==> config.mk <==
export PLATFORM = sky130hd
export DESIGN_NAME = pr_shutdown_ctrl
export DESIGN_NICKNAME = d
export VERILOG_FILES = /design/src/rtl/pr_shutdown_ctrl.sv
export SDC_FILE = /design/constraint.sdc
export NUM_CORES = 1
export LEC_CHECK = 0
export CAP_MARGIN = 20
export CORE_ASPECT_RATIO = 1.5
export CORE_MARGIN = 1.5
export CORE_UTILIZATION = 30
export CTS_BUF_LIST = sky130_fd_sc_hd__clkbuf_8
export DETAILED_ROUTE_END_ITERATION = 12
export SLEW_MARGIN = 15
export SYNTH_ARGS = -nofsm -noshare
export SYNTH_HDL_FRONTEND = slang
export SYNTH_SLANG_ARGS = --single-unit
==> constraint.sdc <==
create_clock -name clk -period 2.5 [get_ports clk]
set_input_delay 0.5 -clock clk [delete_from_list [all_inputs] [get_ports clk]]
set_output_delay 0.5 -clock clk [all_outputs]
set_load 0.005 [all_outputs]
==> src/rtl/pr_shutdown_ctrl.sv <==
// PR shutdown sequencer: fans one PR shutdown request out to per-channel stages,
// gathers their acks, then decouples; on release, un-decouples before dropping requests.
module pr_shutdown_ctrl #(
    parameter int C_NUM_CHANNELS   = 4,
    parameter int C_TIMEOUT_CYCLES = 65536
) (
    input  logic                      clk,
    input  logic                      rst_n,
    input  logic                      i_pr_shutdown_req,
    output logic                      o_pr_shutdown_ack,
    output logic                      o_pr_decouple,
    input  logic [C_NUM_CHANNELS-1:0] i_channel_mask,
    output logic [C_NUM_CHANNELS-1:0] o_channel_req,
    input  logic [C_NUM_CHANNELS-1:0] i_channel_ack,
    output logic                      o_busy,
    output logic                      o_timeout
);

    // state       | meaning
    // S_IDLE      | no shutdown in progress, waiting for PR request
    // S_REQ       | channel requests out, waiting for all unmasked acks
    // S_DECOUPLED | decouple and PR ack asserted, holding while request stays high
    // S_UNDECOUPLE| one cycle: decouple removed, channel requests still held
    // S_RELEASE   | channel requests dropped, waiting for unmasked acks to fall
    typedef enum logic [2:0] {
        S_IDLE,
        S_REQ,
        S_DECOUPLED,
        S_UNDECOUPLE,
        S_RELEASE
    } state_t;

    localparam int           CW      = (C_TIMEOUT_CYCLES > 0) ? $clog2(C_TIMEOUT_CYCLES + 1) : 1;
    localparam bit           TO_EN   = (C_TIMEOUT_CYCLES != 0);
    localparam logic [CW-1:0] TC_LAST = CW'(C_TIMEOUT_CYCLES - 1);

    state_t                    r_state;
    logic [CW-1:0]             r_cnt;
    logic [C_NUM_CHANNELS-1:0] r_mask;
    logic [C_NUM_CHANNELS-1:0] r_channel_req;
    logic                      r_ack;
    logic                      r_decouple;
    logic                      r_busy;
    logic                      r_timeout;

    logic w_done_up;
    logic w_done_dn;
    logic w_expired;

    assign w_done_up = &(i_channel_ack | r_mask);
    assign w_done_dn = ~|(i_channel_ack & ~r_mask);
    assign w_expired = TO_EN && (r_cnt == TC_LAST);

    always_ff @(posedge clk or negedge rst_n) begin
        if (!rst_n) begin
            r_state       <= S_IDLE;
            r_cnt         <= '0;
            r_mask        <= '0;
            r_channel_req <= '0;
            r_ack         <= 1'b0;
            r_decouple    <= 1'b0;
            r_busy        <= 1'b0;
            r_timeout     <= 1'b0;
        end else begin
            case (r_state)
                S_IDLE: begin
                    if (i_pr_shutdown_req) begin
                        r_mask        <= i_channel_mask;
                        r_timeout     <= 1'b0;
                        r_cnt         <= '0;
                        r_channel_req <= ~i_channel_mask;
                        r_busy        <= 1'b1;
                        r_state       <= S_REQ;
                    end
                end
                S_REQ: begin
                    // abort wins over completion and timeout; fresh count for the release phase
                    if (!i_pr_shutdown_req) begin
                        r_channel_req <= '0;
                        r_cnt         <= '0;
                        r_state       <= S_RELEASE;
                    end else if (w_done_up || w_expired) begin
                        if (!w_done_up) r_timeout <= 1'b1;
                        r_ack      <= 1'b1;
                        r_decouple <= 1'b1;
                        r_state    <= S_DECOUPLED;
                    end else begin
                        r_cnt <= r_cnt + CW'(1);
                    end
                end
                S_DECOUPLED: begin
                    if (!i_pr_shutdown_req) begin
                        r_decouple <= 1'b0;
                        r_state    <= S_UNDECOUPLE;
                    end
                end
                S_UNDECOUPLE: begin
                    r_cnt         <= '0;
                    r_channel_req <= '0;
                    r_ack         <= 1'b0;
                    r_state       <= S_RELEASE;
                end
                S_RELEASE: begin
                    if (w_done_dn || w_expired) begin
                        if (!w_done_dn) r_timeout <= 1'b1;
                        r_busy  <= 1'b0;
                        r_state <= S_IDLE;
                    end else begin
                        r_cnt <= r_cnt + CW'(1);
                    end
                end
                default: begin
                    r_channel_req <= '0;
                    r_ack         <= 1'b0;
                    r_decouple    <= 1'b0;
                    r_busy        <= 1'b0;
                    r_state       <= S_IDLE;
                end
            endcase
        end
    end

    assign o_channel_req     = r_channel_req;
    assign o_pr_shutdown_ack = r_ack;
    assign o_pr_decouple     = r_decouple;
    assign o_busy            = r_busy;
    assign o_timeout         = r_timeout;

endmodule

After elaboration in Yosys (flattened, before gate mapping)
Index checks and enable logic that the tools add are counted.
Word-level totals
  input bits: 11
  output and inout port bits: 8
  register bits: 32
Operators by class
  equality and inequality tests: 16
  bitwise logic cells: 8
  reduce and logical (&&, ||, !) cells: 20
  add/subtract/negate cells: 1
  mux-type cells: 29
Operators by type and width (count)
  17-bit two-way mux: 4
  17-bit case mux with 4 select lines: 1
  2-bit inequality test, second input constant: 9
  17-bit by 1-bit adder with 17-bit output, second input constant: 1
  17-bit by 16-bit equality test with 1-bit output, second input constant: 1
  4-bit AND reduction: 4
  3-bit two-way mux: 5
  3-bit case mux with 5 select lines: 1
  4-bit case mux with 3 select lines: 1
  1-bit two-way mux: 11
  1-bit case mux with 3 select lines: 3
  3-bit AND reduction: 3
  3-bit OR reduction: 3
  4-bit two-way mux: 2
  4-bit inverter: 2
  7-bit AND reduction: 1
  3-bit by 2-bit equality test with 1-bit output, second input constant: 2
  3-bit inequality test, second input constant: 2
  4-bit AND: 1
  1-bit inverter: 4
  4-bit OR: 1
  4-bit nonzero test: 1
  4-bit OR reduction: 1
  3-bit by 1-bit equality test with 1-bit output, second input constant: 1
  other kinds (8): 9

Longest topological paths before layout
  depth after elaboration: 7
  depth in mapped cells: 13
  mapped depth without buffers: 11

Worst setup path before layout
Ideal clock, no wire load.
  kind: register -> register
  from: reg r_cnt[0]
  to: reg r_cnt[7]
  stages on the path, launching flop included: 14
  data arrival time: 2.367 ns
  path slack: 0.023 ns
  library setup time: 0.110 ns
  cell sequence: dfrtp_1 ha_1 nand3_1 nor4_1 nand3_1 nor2_1 ha_1 nand4b_1 a21oi_1 a2111o_1 buf_2 buf_6 o21ai_1 o41ai_1
On the way
  word-level cells in the longest chain between the ends: 4
  elaborated cells on any way between the ends: 11
  classes of those cells: 1 x add/sub; 3 x eq/ne; 4 x mux; 3 x reduce/logical
RTL lines
  from (decl): RTL line 38  | logic [CW-1:0] r_cnt;
  from (signal assigned): RTL line 88  | r_cnt <= r_cnt + CW'(1);
  from (signal assigned): RTL line 109  | r_cnt <= r_cnt + CW'(1);
  17-bit by 1-bit adder with 17-bit output or 17-bit by 16-bit equality test with 1-bit output (tied branches): RTL line 88, 109, 52
  17-bit two-way mux (tied with other cells): RTL line 82  | end else if (w_done_up || w_expired) begin
  17-bit two-way mux (tied with other cells): RTL line 78  | if (!i_pr_shutdown_req) begin
  17-bit case mux with 4 select lines or 4-bit AND reduction (tied branches)
Parallel ways exist; a longest one is shown, timed or not. The select of a mux whose other input is x is not followed.
A chain may end at the register's enable or synchronous reset.

Final worst setup path
  from: reg r_cnt[1]
  to: reg r_cnt[0]
On the way
  word-level cells in the longest chain between the ends: 4
  elaborated cells on any way between the ends: 6
  classes of those cells: 3 x eq/ne; 3 x reduce/logical
RTL lines
  17-bit by 16-bit equality test with 1-bit output *: RTL line 52  | assign w_expired = TO_EN && (r_cnt == TC_LAST);
  1-bit logical OR, on equally long branches: RTL line 82, 104
  3-bit inequality test (no line) or 2-bit inequality test (tied branches)
  4-bit AND reduction (no line) *
Mark *: on every way between the ends. The rest lies on a longest branch, timed or not.

==> results_dict.tcl <==
set metrics [dict create \
    status "completed" \
    period_minus_slack_ps 2470 \
    crit_end "r_cnt[0]$_DFFE_PN0P_" \
    via_per_inst 5.53 \
    grt_overflow_total 0 \
    critPathTopFamily "simple AND/OR/NAND/NOR gates" \
    reg2reg_depth 13 \
    drtIter0Drc 87 \
    synth_edf_count 0 \
    path_buf_inv 2 \
    hp-class "reg2reg" \
    core_um2 5870 \
    setup_violations 0 \
    crit_fanout 8 \
    setup.worst_path.class "reg2reg" \
    syn-instance-count 195 \
    ff2ff_setup_slack_ps 30 \
    slowest_stage "dfrtp_1" \
    first_pass_iters 4 \
    fp.dieH_um 98.7 \
    htreeDepth 2 \
    internal-power_mw 1.44 \
    synth_area_leaders "dfrtp_1 44%, o31ai_2 6.1%, o21ai_1 4.4%, nand2_1 4.1%, nor2_1 3.7%" \
    cts_buffers 5 \
    die_w_um 66.8 \
    grt_start_max_net_pins 33 \
    syn-num-nets 208 \
    worstReg2RegEnd "r_cnt[0]$_DFFE_PN0P_" \
    slew_headroom_pct 65.4 \
    tritoncts "built" \
    hold_slack_ps 490 \
    p_clk_share_pct 21.4 \
    synthMostInstantiatedCell "dfrtp_1" \
    layout.nets 246 \
    numClockSinks 32 \
    worstMarginPinSlew_ps 514 \
    r2r-start "r_cnt[1]$_DFFE_PN0P_" \
    drive_gt1_share_pct 27.4 \
    min_from "r_cnt[16]$_DFFE_PN0P_" \
    cts_buffer_depth 2 \
    fin_crit_sh_pct 98.8 \
    crit_arrival_ps 2660 \
    p_seq_share_pct 32.2 \
    root_buffer "clkbuf_8" \
    synthFlopType "dfrtp_1" \
    antenna_found_initial 0 \
    skew_ps 9.81 \
    io_pins 19 \
    startpoint "r_cnt[1]$_DFFE_PN0P_" \
    comb_power_share_pct 46.4 \
    synth-seq-cells 32 \
    leakage_nw 1.01 \
    gp_congestion 0.788 \
    die-area_um2 6600 \
    p_sw_mw 0.949 \
    swShare_pct 39.7 \
    clkTransAtPathRegs_ps 70 \
    hpwl_um 3180 \
    yosys_warnings 0 \
    startpoint_type "flop" \
    grt_usage_pct 15.7 \
    cp-end-kind "flop" \
    hold_viol_final 0 \
    required_ps 2690 \
    fmax_mhz 405 \
    path_cells "ha_4 > nand3_4 > nor4_2 > buf_4 > nand3_4 > nor2_4 > ha_4 > nand4b_1 > a21oi_1 > a2111o_1 > nand2b_4 > buf_6 > o21ai_2" \
    rsz0062_at_grt "yes" \
    synth_top_area_cell "dfrtp_1" \
    n_antenna_cell 0 \
    syn-cell-area_um2 1830 \
    port_buffers 18 \
    maxCapViolations 0 \
    grt_pass1_wl_um 7980 \
    yosysTopAreaCellShare_pct 43.7 \
    cpPeakStageDelay_ps 390 \
    ant_nets 0 \
    num_rows 34 \
    synth_common_cells "32 x dfrtp_1, 20 x nand2_1, 18 x nor2_1" \
    p_per_area_nw_per_um2 961 \
    wl_per_cell_um 15.8 \
    p_total_mw 2.39 \
    syn_area_per_cell_um2 9.40 \
    grt_pass1_vias 1673 \
    async_reset_ff_share_pct 100 \
    synth_cell_types 44 \
    cp.depth 13 \
    drv_slew 0 \
    syn_to_final_growth_pct 35.8 \
    wirelength_um 4850 \
    start_util_pct 31.2 \
    ir_worst_vdd_uv 328 \
    insertion_delay_ps 290 \
    drcViolationCount 0 \
    ys_seq_area_share_pct 43.7 \
    vias 1692 \
]
[state kept, by name, indices dropped and copies added (netlist names)]
| name | count |
|---|---|
| o_pr_shutdown_ack | 1 |
| r_cnt | 17 |
| r_state | 3 |
| o_pr_decouple | 1 |
| o_channel_req | 4 |
| o_busy | 1 |
| o_timeout | 1 |
| r_mask | 4 |
[routing by layer]
metal | global-route usage (%) | vias up | part of all wire (%)
met4 | 6.75 | 0 | 2.8
li1 | - | 811 | -
met1 | 18.1 | 831 | 41
met3 | 3.65 | 11 | 3.4
met2 | 27.0 | 39 | 53
met5 | 0 | - | 0
[kinds of logic (layout without fill, tap and decap cells)]
family	Yosys count	count (layout)	synth area share [%]
AO/OA/AOI/OAI	69	69	27.6
flip-flops	32	32	43.7
multiplexers	5	5	3.07
AND/OR/NAND/NOR	74	75	20.5
adder cells (fa/ha/maj)	2	2	1.36
buffers and inverters	13	51	3.69
[final cells by class]
class / instances / area, um2
tap: 72 / 90.1
fill: 582 / 3380
inverter: 3 / 11.3
clock buffer: 5 / 68.8
timing repair buffer: 40 / 353
sequential: 32 / 801
clock inverter: 3 / 42.5
multi-input combinational: 151 / 1120
[how the worst min path moves through the flow]
stage / slack (ps) / to / depth (start not counted)
2_1_floorplan: 200 / o_busy$_DFFE_PN0P_ / 0
3_3_place_gp: 470 / r_cnt[16]$_DFFE_PN0P_ / 2
3_5_place_dp: 480 / r_cnt[16]$_DFFE_PN0P_ / 2
4_1_cts: 500 / r_cnt[16]$_DFFE_PN0P_ / 2
5_1_grt: 540 / o_timeout$_DFFE_PN0P_ / 1
6_report: 490 / r_cnt[16]$_DFFE_PN0P_ / 2
[worst min-delay path, delay by kind of cell (launching register included)]
family	cells	cell delay, ps
AO/OA/AOI/OAI	1	50
AND/OR/NAND/NOR	1	60
flip-flops	1	340
[layout by cell type (no fill, tap or decap), types with 4 or more instances in the layout]
cell	count
a31oi_1	4
mux2_2	4
nand2_1	20
o31ai_2	9
o21ai_1	13
a22oi_1	5
o41ai_2	4
buf_4	20
o21ai_0	5
o2bb2ai_1	4
clkdlybuf4s50_1	18
o22ai_1	5
nor2b_1	5
a21oi_1	6
nor2_1	16
clkbuf_8	5
dfrtp_1	32
nand3_1	8
[through the flow]
step | setup TNS, ps | setup slack (ps) | std cells | util (%) | area [um2]
after CTS | 0 | 8.54 | 305 | 40.3 | 2370
after global routing | -1220 | -118 | 306 | 42.4 | 2490
final | 0 | 30.5 | 306 | 42.4 | 2490
after global placement | 0 | 4.32 | 295 | 37.4 | 2200
after detailed placement | -290 | -87.2 | 295 | 37.4 | 2200
after floorplan | 0 | 23.1 | 195 | - | 1830
[power by group through the flow]
stage | clock [mW] | combinational (mW) | sequential [mW]
floorplan | 0 | 0.713 | 0.728
global placement | 0 | 0.998 | 0.770
detailed placement | 0 | 1.00 | 0.773
CTS | 0.521 | 1.07 | 0.763
global route | 0.551 | 1.21 | 0.796
finish | 0.511 | 1.11 | 0.770
[repair_timing]
action	4_1_cts	5_1_grt
setup endpoints to repair	12	19
gates cloned	1	0
hold buffers	0	0
pin swaps	2	7
resized for setup	7	19
buffers inserted	1	1
Note: power is estimated with default switching activity, not from simulation.
